<file path="config.mk">
export PLATFORM = sky130hd
export DESIGN_NAME = sd_write_sector
export DESIGN_NICKNAME = d
export VERILOG_FILES = /design/src/rtl/sd_write_sector.sv
export SDC_FILE = /design/constraint.sdc
export NUM_CORES = 1
export LEC_CHECK = 0
export CAP_MARGIN = 0
export CORE_ASPECT_RATIO = 0.8
export CORE_MARGIN = 3
export CORE_UTILIZATION = 25
export DETAILED_ROUTE_END_ITERATION = 12
export PLACE_DENSITY = 0.55
export SKIP_LAST_GASP = 1
export SLEW_MARGIN = 10
export SYNTH_ARGS = -nofsm -noshare
export SYNTH_HDL_FRONTEND = slang
export SYNTH_SLANG_ARGS = --single-unit
</file>
<file path="constraint.sdc">
create_clock -name clk_ref -period 2.9 [get_ports clk_ref]
set_input_delay 0.725 -clock clk_ref [delete_from_list [all_inputs] [get_ports clk_ref]]
set_output_delay 0.725 -clock clk_ref [all_outputs]
set_load 0.02 [all_outputs]
</file>
<file path="src/rtl/sd_write_sector.sv">
// rtl/sd_write_sector.sv - SPI-mode CMD24 single-block writer with R1/data-response checks and busy wait
// Defining SD_WR_TIMEOUT_EN adds the R1 and response/busy timeouts.
module sd_write_sector #(
  parameter int WORDS        = 256,
  parameter int R1_TIMEOUT   = 64,
  parameter int BUSY_TIMEOUT = 2_500_000
) (
  input  logic        clk_ref,
  input  logic        sys_rst,
  input  logic        sd_init_done,
  input  logic        wr_start_en,
  input  logic [31:0] wr_sec_addr,
  input  logic [15:0] wr_data,
  output logic        wr_req,
  output logic        wr_busy,
  output logic        wr_done,
  output logic        wr_err,
  input  logic        sd_miso,
  output logic        sd_cs,
  output logic        sd_mosi
);

  localparam int DBITS = WORDS * 16;
  localparam int CW    = (DBITS > 64) ? $clog2(DBITS) : 6;

  typedef enum logic [3:0] {
    IDLE, CMD, WAIT_R1, GAP, TOKEN, DATA, CRC, WAIT_RESP, BUSY, TAIL, DONE, ERR
  } state_t;

  state_t        state, state_n;
  logic [CW-1:0] cnt, cnt_n;
  logic [47:0]   sh, sh_n;
  logic [6:0]    cap, cap_n;
  logic          capt, capt_n;
  logic [7:0]    r1_val;
  logic [4:0]    resp_val;

  // The bit sampled this cycle completes the R1 / data-response token.
  assign r1_val   = {cap, sd_miso};
  assign resp_val = {cap[3:0], sd_miso};

`ifdef SD_WR_TIMEOUT_EN
  localparam int TMAX = (BUSY_TIMEOUT > R1_TIMEOUT) ? BUSY_TIMEOUT : R1_TIMEOUT;
  localparam int TW   = $clog2(TMAX + 1);
  logic [TW-1:0] tmo, tmo_n;
`else
  logic [31:0] unused_tmo;
  assign unused_tmo = 32'(R1_TIMEOUT ^ BUSY_TIMEOUT);
`endif

  always_comb begin
    state_n = state;
    cnt_n   = cnt;
    sh_n    = sh;
    cap_n   = cap;
    capt_n  = capt;
    unique case (state)
      IDLE: begin
        if (wr_start_en && sd_init_done) begin
          state_n = CMD;
          cnt_n   = '0;
          sh_n    = {8'h58, wr_sec_addr, 8'hFF};
        end
      end
      CMD: begin
        sh_n  = {sh[46:0], 1'b1};
        cnt_n = cnt + 1'b1;
        if (cnt == CW'(47)) begin
          state_n = WAIT_R1;
          cnt_n   = '0;
          capt_n  = 1'b0;
        end
      end
      WAIT_R1: begin
        if (capt) begin
          cap_n = {cap[5:0], sd_miso};
          cnt_n = cnt + 1'b1;
          if (cnt == CW'(7)) begin
            cnt_n   = '0;
            capt_n  = 1'b0;
            state_n = (r1_val == 8'h00) ? GAP : ERR;
          end
        end else if (!sd_miso) begin
          cap_n  = {cap[5:0], 1'b0};
          capt_n = 1'b1;
          cnt_n  = CW'(1);
        end
      end
      GAP: begin
        cnt_n = cnt + 1'b1;
        if (cnt == CW'(7)) begin
          state_n = TOKEN;
          cnt_n   = '0;
          sh_n    = {8'hFE, 40'hFF_FFFF_FFFF};
        end
      end
      TOKEN: begin
        sh_n  = {sh[46:0], 1'b1};
        cnt_n = cnt + 1'b1;
        if (cnt == CW'(7)) begin
          state_n = DATA;
          cnt_n   = '0;
          sh_n    = {wr_data, 32'hFFFF_FFFF};
        end
      end
      DATA: begin
        // Next word is loaded as bit 0 of the current one leaves, so bits never gap.
        sh_n  = {sh[46:0], 1'b1};
        cnt_n = cnt + 1'b1;
        if (cnt == CW'(DBITS - 1)) begin
          state_n = CRC;
          cnt_n   = '0;
        end else if (cnt[3:0] == 4'hF) begin
          sh_n = {wr_data, 32'hFFFF_FFFF};
        end
      end
      CRC: begin
        cnt_n = cnt + 1'b1;
        if (cnt == CW'(15)) begin
          state_n = WAIT_RESP;
          cnt_n   = '0;
          capt_n  = 1'b0;
        end
      end
      WAIT_RESP: begin
        if (capt) begin
          cap_n = {cap[5:0], sd_miso};
          cnt_n = cnt + 1'b1;
          if (cnt == CW'(4)) begin
            cnt_n   = '0;
            capt_n  = 1'b0;
            state_n = (resp_val == 5'b00101) ? BUSY : ERR;
          end
        end else if (!sd_miso) begin
          cap_n  = {cap[5:0], 1'b0};
          capt_n = 1'b1;
          cnt_n  = CW'(1);
        end
      end
      BUSY: begin
        if (sd_miso) begin
          state_n = TAIL;
          cnt_n   = '0;
        end
      end
      TAIL: begin
        cnt_n = cnt + 1'b1;
        if (cnt == CW'(7)) begin
          state_n = DONE;
          cnt_n   = '0;
        end
      end
      DONE, ERR: begin
        state_n = IDLE;
        cnt_n   = '0;
        capt_n  = 1'b0;
        sh_n    = '1;
      end
      default: state_n = IDLE;
    endcase

`ifdef SD_WR_TIMEOUT_EN
    // One counter covers both response and busy so the limit spans the whole wait.
    tmo_n = '0;
    if ((state == WAIT_R1 && !capt) || state == WAIT_RESP || state == BUSY)
      tmo_n = tmo + 1'b1;
    if (state_n == WAIT_R1 && !capt_n && tmo >= TW'(R1_TIMEOUT - 1))
      state_n = ERR;
    if ((state_n == WAIT_RESP || state_n == BUSY) && tmo >= TW'(BUSY_TIMEOUT - 1))
      state_n = ERR;
`endif
  end

  always_ff @(posedge clk_ref) begin
    if (sys_rst) begin
      state <= IDLE;
      cnt   <= '0;
      sh    <= '1;
      cap   <= '0;
      capt  <= 1'b0;
    end else begin
      state <= state_n;
      cnt   <= cnt_n;
      sh    <= sh_n;
      cap   <= cap_n;
      capt  <= capt_n;
    end
  end

`ifdef SD_WR_TIMEOUT_EN
  always_ff @(posedge clk_ref) begin
    if (sys_rst) tmo <= '0;
    else         tmo <= tmo_n;
  end
`endif

  assign sd_mosi = sh[47];
  assign wr_busy = !(state inside {IDLE, DONE, ERR});
  assign sd_cs   = !wr_busy;
  assign wr_done = (state == DONE);
  assign wr_err  = (state == ERR);
  assign wr_req  = (state == TOKEN && cnt == CW'(6)) ||
                   (state == DATA && cnt[3:0] == 4'hE && cnt < CW'(DBITS - 16));

endmodule

</file>
; Word level (Yosys, flattened, before mapping)
; Cells that the tools add are included.
[op_classes]
n_lt_le_gt_ge = 1
muxes = 42
eq_ne = 33
addsub = 1
n_reduce_logical = 20
[op_table]
columns = operator, count
row1 = $pmux W48 S6, 1
row2 = $mux W48, 5
row3 = $mux W12, 10
row4 = $pmux W12 S9, 1
row5 = $mux W4, 13
row6 = $pmux W4 S10, 1
row7 = $eq A12 B3 Y1 const B, 3
row8 = $eq A4 B4 Y1 const B, 6
row9 = $ne A2 B2 Y1 const B, 12
row10 = $eq A4 B3 Y1 const B, 4
row11 = $mux W7, 2
row12 = $add A12 B1 Y12 const B, 1
row13 = $eq A12 B12 Y1 const B, 1
row14 = $eq A12 B4 Y1 const B, 1
row15 = $eq A12 B6 Y1 const B, 1
row16 = $lt A12 B12 Y1 const B, 1
row17 = $reduce_and A12 Y1, 1
row18 = $reduce_and A3 Y1, 3
row19 = $reduce_bool A9 Y1, 1
row20 = $eq A4 B2 Y1 const B, 2
row21 = $logic_not A8 Y1, 1
row22 = $mux W1, 7
row23 = $reduce_bool A6 Y1, 1
row24 = $eq A5 B3 Y1 const B, 1
row25 = other kinds (13), 17
[word_totals]
output_inout_bits = 6
reg_bits = 72
in_bits = 53
elab_cells = 102

; Longest topological paths before layout
; Gate-level depths: netlist of the first run.
[depth]
depth_word = 5
mapped_depth = 8
mapped_depth_nobuf = 7

; Least setup slack after synthesis of the first run
; Ideal clock, no wire load.
[synth_path]
path_type = register to output
from = register state[0]
to = output port wr_req
t_arrival_ns = 1.611
n_path_buf = 1
path_slack_ns = 0.564
stages_incl_launch_ff = 6
cell_sequence = dfxtp_1 clkbuf_1 or4b_1 nand2b_1 o22ai_1 and2_1
[synth_between]
elab_chain_cells = 4
[synth_rtl]
columns = item, line
row1 = from (decl), 30  ; state_t state, state_n;
row2 = from (signal assigned), 182  ; state <= state_n;
row3 = $eq A4 B3 Y1, 203  ; (state == DATA && cnt[3:0] == 4'hE && cnt < CW'(DBITS - 16));
row4 = $logic_and A1 B1 Y1 (2 in series), 203
row5 = $logic_or A1 B1 Y1 *, 202  ; assign wr_req = (state == TOKEN && cnt == CW'(6)) ||
row6 = to (decl), 14  ; output logic wr_req,
; Mark *: on every way between the ends. The rest lies on a longest branch, timed or not.

; Worst setup path in the final report of the first run
[layout_path]
from = register state[1]
to = output port wr_req
; The elaborated chain is that of the path after synthesis.

==> run metrics, run 1 <==
status=finished clean; antenna violations before repair=0; worst stage delay on the critical path=0.54 ns; Die X=144 um; Clock Path Buffers=2; Switch Pwr=1.75 mW; Final Skew=0.00824 ns; synthesized cell area=3820 sq um; CTS Sinks=64; setup violators final=0; diodes inserted=0; Core ar.=14600 sq um; synth warn=0; sequential share of power=29.2%; critical path data required time=2.17 ns; count of state elements after synthesis=64; pwr dens=879 nW/um^2; Initial DRC Count=285; Post-synth EDFFs=0; row count=39; worst min path class=reg -> reg; Setup CP Type=reg -> out; Hold Buf Count CTS=0; Cell Int Power=2.57 mW; Tot Pwr=4.32 mW; post-route ant nets=0; switching share of total power=40.4%; R2R depth=7; area grow syn2layout=28.7%; register area share after synthesis=33.6%; first-pass GRT wire length=18800 um; Avg WL per Cell=16.5 um; Critical Path Fanout Max=3; grt total ovfl=0; CTS root buf=clkbuf_16; Worst path slowest cell=or4b_1; Non-Filler Instances=718; vias per cell=5.50; normalized max-slew margin=45.7%; Hold Startpoint=sh[32]; Hold Path Cell Cnt=2; minimum clock period=2.76 ns; Routability Congestion=0.896; Clock transition at path regs=0.06 ns; clock latency on the worst-skew pair=0.33 ns; Starting Density=26.2%; Final Hold Viols=0; maximum VDD drop=0.314 mV; Global Route Usage Sum=13.8%; setup_tns=0 ns; WHS Endpoint=sh[32]; post-route setup slack=0.137 ns; DRC Markers=0; average size of a mapped cell=7.97 sq um; RSZ-0062 raised after global routing=false; Mapped Nets=535; P_leak=1.77 nW; DR vias=3948; CTS tree=yes; Post-Synthesis Cells=479; hold slack=0.475 ns; Setup crit start kind=flip-flop; die area=16800 sq um; ordered cell list for the critical path=or4b_1 -> nand2b_1 -> o22ai_1 -> and2_1 -> dlygate4sd2_1; H-tree Lvls=3; nets=585; clock share of power=24.4%; flop-to-flop setup slack=0.37 ns; fin crit share=95.3%; Port-buffer cells=58; die height=117 um; vias in the first global route=3674; crit path DAT=2.04 ns; fmax=0.362 GHz; I/O Pins=59; ys flop type=dfxtp_1; Slew Viols, Final=0; Worst setup EP type=output port; reg-to-reg endpoint=state[2]; placed cells=702; largest net degree at the start of global routing=36; layout cell share with drive strength beyond 1=11.6%; ys async rst share=0%; Synth cell types=71; pre-CTS setup slack=0.0420 ns; worst-margin pin slew=0.813 ns; drt total wl=11800 um; FF-to-FF Start=cnt[1]; Logic pwr share=46.4%; CTS Buf Count=9; MaxCap Viol Count=0; first-pass iteration count of the detailed router=5; dpl hpwl=8360 um
[cells in the mapped netlist, types with 2 or more instances]
| master | number | area share, % |
|---|---|---|
| clkbuf_1 | 22 | 2.2 |
| inv_1 | 11 | 1.1 |
| o21ai_1 | 7 | 0.92 |
| o311ai_0 | 2 | 0.46 |
| and3_1 | 4 | 0.66 |
| xnor2_1 | 4 | 0.92 |
| nor2b_1 | 3 | 0.49 |
| a22oi_1 | 4 | 0.79 |
| o22ai_1 | 2 | 0.33 |
| o211ai_1 | 2 | 0.39 |
| a221o_1 | 2 | 0.52 |
| mux2i_1 | 8 | 2.1 |
| dfxtp_1 | 64 | 34 |
| nand2_1 | 33 | 3.2 |
| o2111ai_1 | 2 | 0.46 |
| buf_2 | 13 | 1.7 |
| nand3_1 | 7 | 0.92 |
| nor3_1 | 34 | 4.5 |
| a32oi_1 | 3 | 0.69 |
| buf_6 | 2 | 0.59 |
| o21ai_0 | 29 | 3.8 |
| or2_2 | 4 | 0.66 |
| a211o_1 | 4 | 0.92 |
| a21oi_1 | 64 | 8.4 |
| nor4b_1 | 2 | 0.46 |
| o221ai_1 | 3 | 0.69 |
| nor4_1 | 3 | 0.49 |
| a211oi_1 | 4 | 0.79 |
| nand2b_1 | 6 | 0.98 |
| and2_1 | 8 | 1.3 |
| ha_1 | 3 | 0.98 |
| a221oi_1 | 35 | 8.0 |
| nand4_1 | 3 | 0.49 |
| a31oi_1 | 4 | 0.66 |
| buf_4 | 3 | 0.59 |
| or3_1 | 2 | 0.33 |
| nor2_1 | 38 | 3.7 |
| o41ai_1 | 2 | 0.46 |
[sequential cells by signal, summed over array words and instances, names as in the netlist]
register / flops
capt: 1
cap: 7
cnt: 12
state: 4
sh: 40
[critical path, delay by kind of cell, from the launching register on]
family          cells  cell delay (ns)
flops               1             0.34
compound gates      1             0.19
simple gates        3             0.85
buf+inv             1             0.33
[what timing repair did]
action | CTS | global route
pin swaps | 0 | 0
endpoints found under the setup margin | 3 | 1
gates resized for setup | 3 | 2
setup buffers | 0 | 0
[layout by cell type, fill, tap and decap left out, types with 4 or more instances in the layout]
cell type and instances:
a211o_1 4, a211oi_1 4, a21oi_1 64, a221oi_1 35, a22oi_1 4, a31oi_1 4
and2_1 8, and3_1 4, buf_4 21, clkbuf_16 9, clkdlybuf4s50_1 54, dfxtp_1 63
inv_1 11, mux2i_1 8, nand2_1 33, nand2b_1 6, nand3_1 7, nor2_1 38
nor3_1 34, o21ai_0 29, o21ai_1 7, or2_2 4, xnor2_1 4
[metrics by stage]
stage | instance area [sq um] | util, %
after floorplan | 3820 | -
after global placement | 4620 | 31.7
after detailed placement | 4620 | 31.7
after CTS | 4910 | 33.6
after global routing | 4910 | 33.7
final | 4910 | 33.7
[kinds of logic after synthesis]
kind of cell / after synthesis / share of synthesized area [%]
AO/OA/AOI/OAI: 186 / 33.8
AND/OR/NAND/NOR: 161 / 22.3
flip-flops: 64 / 33.6
buffers and inverters: 53 / 6.36
multiplexers: 8 / 2.10
XOR/XNOR: 4 / 0.917
adder cells (fa/ha/maj): 3 / 0.983
[routing by layer]
| metal | up-vias | share of wire (%) | track usage (%) | routed length, um |
|---|---|---|---|---|
| met3 | 17 | 6.8 | 3.03 | 810 |
| met2 | 143 | 44 | 20.1 | 5160 |
| met5 | - | 0 | 0 | 0 |
| met1 | 1867 | 48 | 20.2 | 5690 |
| met4 | 0 | 1.5 | 4.60 | 174 |
| li1 | 1921 | - | - | - |
[power groups by stage]
stage               Sequential (mW)  Combinational (mW)  Clock [mW]
finish                         1.26                2.01        1.05
global route                   1.29                2.22        1.11
CTS                            1.26                2.00        1.07
detailed placement             1.27                2.00           0
global placement               1.26                1.99           0
floorplan                      1.24                1.47           0
[cell type report]
class | count | area (sq um)
multi-input combinational | 362 | 2300
timing repair buffer | 81 | 769
tap | 184 | 230
clock buffer | 10 | 229
fill | 1497 | 9680
sequential | 64 | 1280
clock inverter | 6 | 60.1
inverter | 11 | 41.3
[how the worst max path moves through the flow]
stage	start	end	slack (ns)
2_1_floorplan	state[0]	wr_req	0.56
3_3_place_gp	sd_miso	cnt[9]	0.06
3_5_place_dp	sd_miso	cnt[9]	0.04
4_1_cts	state[2]	wr_req	0.11
5_1_grt	cnt[7]	wr_req	0.00002
6_report	state[1]	wr_req	0.14
(Power assumes the default switching activity.)
==> inputs of run 2 (changes only) <==
--- a/config.mk
+++ b/config.mk
@@ -8,9 +8,9 @@
 export CAP_MARGIN = 0
 export CORE_ASPECT_RATIO = 0.8
 export CORE_MARGIN = 3
-export CORE_UTILIZATION = 25
+export CORE_UTILIZATION = 53
 export DETAILED_ROUTE_END_ITERATION = 12
-export PLACE_DENSITY = 0.55
+export PLACE_DENSITY = 0.91
 export SKIP_LAST_GASP = 1
 export SLEW_MARGIN = 10
 export SYNTH_ARGS = -nofsm -noshare
==> run metrics, run 2 (synthesized netlist as in run 1, its figures left out) <==
row count=27 (was 39); Reg with most FFs=sh (unchanged); normalized max-slew margin=46.7% (was 45.7%); antenna violations before repair=0 (unchanged); layout cell share with drive strength beyond 1=12.2% (was 11.6%); Buf/Inv on CP=2 (was 1); max FFs per register=40 (unchanged); minimum clock period=2.82 ns (was 2.76 ns); area grow syn2layout=22.5% (was 28.7%); nets=585 (unchanged); maximum VDD drop=0.535 mV (was 0.314 mV); first-pass GRT wire length=18400 um (was 18800 um); CTS root buf=clkbuf_8 (was clkbuf_16); switching share of total power=42.9% (was 40.4%); post-route setup slack=0.0786 ns (was 0.137 ns); RSZ-0062 raised after global routing=false (unchanged); I/O Pins=59 (unchanged); sequential share of power=31.1% (was 29.2%); H-tree Lvls=3 (unchanged); CTS tree=yes (unchanged); Clock Path Buffers=2 (unchanged); Initial DRC Count=516 (was 285); vias in the first global route=3768 (was 3674); drt total wl=11700 um (was 11800 um); post-CTS setup repair buffer count=0 (unchanged); post-route ant nets=0 (unchanged); worst stage delay on the critical path=0.63 ns (was 0.54 ns); pwr dens=871 nW/um^2 (was 879 nW/um^2); status=finished clean (unchanged); fin crit share=97.3% (was 95.3%); setup violators final=0 (unchanged); Worst setup EP type=output port (unchanged); setup_tns=0 ns (unchanged); worst min path class=reg -> reg (unchanged); critical path data required time=2.17 ns (about the same); first-pass iteration count of the detailed router=6 (was 5); Core ar.=6930 sq um (was 14600 sq um); diodes inserted=0 (unchanged); Logic pwr share=50.0% (was 46.4%); clock latency on the worst-skew pair=0.35 ns (was 0.33 ns); DRC Markers=0 (unchanged); vias per cell=6.71 (was 5.50); Slew Viols, Final=0 (unchanged); Global Route Usage Sum=28.0% (was 13.8%); CTS Sinks=64 (unchanged); CTS Buf Count=9 (unchanged); Critical Path Fanout Max=21 (was 3); ordered cell list for the critical path=buf_4 -> or2_2 -> nor2_1 -> clkdlybuf4s50_1 (was or4b_1 -> nand2b_1 -> o22ai_1 -> and2_1 -> dlygate4sd2_1); fmax=0.354 GHz (was 0.362 GHz); crit path DAT=2.10 ns (was 2.04 ns); clock share of power=18.8% (was 24.4%); Cell Int Power=2.33 mW (was 2.57 mW); Switch Pwr=1.75 mW (about the same); pre-CTS setup slack=0.235 ns (was 0.0420 ns); P_leak=1.72 nW (was 1.77 nW); most frequent cells in the layout=a21oi_1, dfxtp_1, clkdlybuf4s50_1 (unchanged); most common cell after layout, fill and taps aside=a21oi_1 (unchanged); die height=81.9 um (was 117 um); Crit path max-delay family=buffers and inverters (was simple AND/OR/NAND/NOR gates); dpl hpwl=8140 um (was 8360 um); Starting Density=55.1% (was 26.2%); Port-buffer cells=58 (unchanged); Setup crit start kind=flip-flop (unchanged); Final Skew=0.0109 ns (was 0.00824 ns); Die X=101 um (was 144 um); die area=8270 sq um (was 16800 sq um); Worst path slowest cell=clkdlybuf4s50_1 (was or4b_1); Setup CP Type=reg -> out (unchanged); Final Hold Viols=0 (unchanged); Clock transition at path regs=0.08 ns (was 0.06 ns); DR vias=4159 (was 3948); Routability Congestion=0.933 (was 0.896); Avg WL per Cell=18.9 um (was 16.5 um); largest net degree at the start of global routing=30 (was 36); biggest regs=sh (40), cnt (12), cap (7) (unchanged); MaxCap Viol Count=0 (unchanged); grt total ovfl=0 (unchanged); worst-margin pin slew=0.797 ns (was 0.813 ns)
run 2: worst paths after layout:
| check | cells after the start | slack (ns) | endpoint | start |
|---|---|---|---|---|
| worst max register to register | 6 | 0.30 | sh[8] | cnt[2] |
| worst min register to register | 2 | 0.48 | sh[47] | sh[47] |
| worst min-delay path | 2 | 0.48 | sh[47] | sh[47] |
| worst max-delay path | 4 | 0.08 | wr_done | state[2] |
run 2: routing by layer:
metal	global-route usage (%)	up-vias	part of all wire [%]
li1	-	1923	-
met1	38.6	1994	43
met2	44.3	228	46
met3	6.71	14	9.7
met4	6.77	0	1.1
met5	0	-	0
run 2: cell type report:
class | instances | area [sq um]
clock inverter | 5 | 57.6
timing repair buffer | 81 | 744
inverter | 11 | 41.3
fill | 558 | 2250
sequential | 64 | 1280
tap | 87 | 109
multi-input combinational | 362 | 2300
clock buffer | 10 | 138
run 2: repair_timing:
action | CTS | global route
hold buffers | 0 | 0
setup endpoints to repair | 3 | 1
resized for setup | 4 | 4
run 2: stage by stage:
step	area (sq um)	total power, mW	utilization [%]	cells	hold slack [ns]
6_report	4680	4.07	67.6	620	0.475
5_1_grt	4680	4.32	67.6	620	0.520
4_1_cts	4670	4.02	67.4	620	0.478
3_5_place_dp	4470	3.26	64.6	605	0.461
3_3_place_gp	4470	3.17	64.6	605	0.448
2_1_floorplan	3820	2.71	-	479	0.438
run 2: worst register-to-register path, cell delays in order, from the launching register on:
cell and delay [ns]:
dfxtp_1 0.46, nor3b_1 0.43, nand4_2 0.35, o21ai_2 0.73, buf_4 0.31, nor2_1 0.06
o21ai_0 0.18
run 2: power by group through the flow:
stage | Clock [mW] | Combinational, mW | Sequential, mW
6_report | 0.768 | 2.04 | 1.27
5_1_grt | 0.814 | 2.22 | 1.29
4_1_cts | 0.771 | 1.99 | 1.26
3_5_place_dp | 0 | 1.98 | 1.27
3_3_place_gp | 0 | 1.92 | 1.26
2_1_floorplan | 0 | 1.47 | 1.24
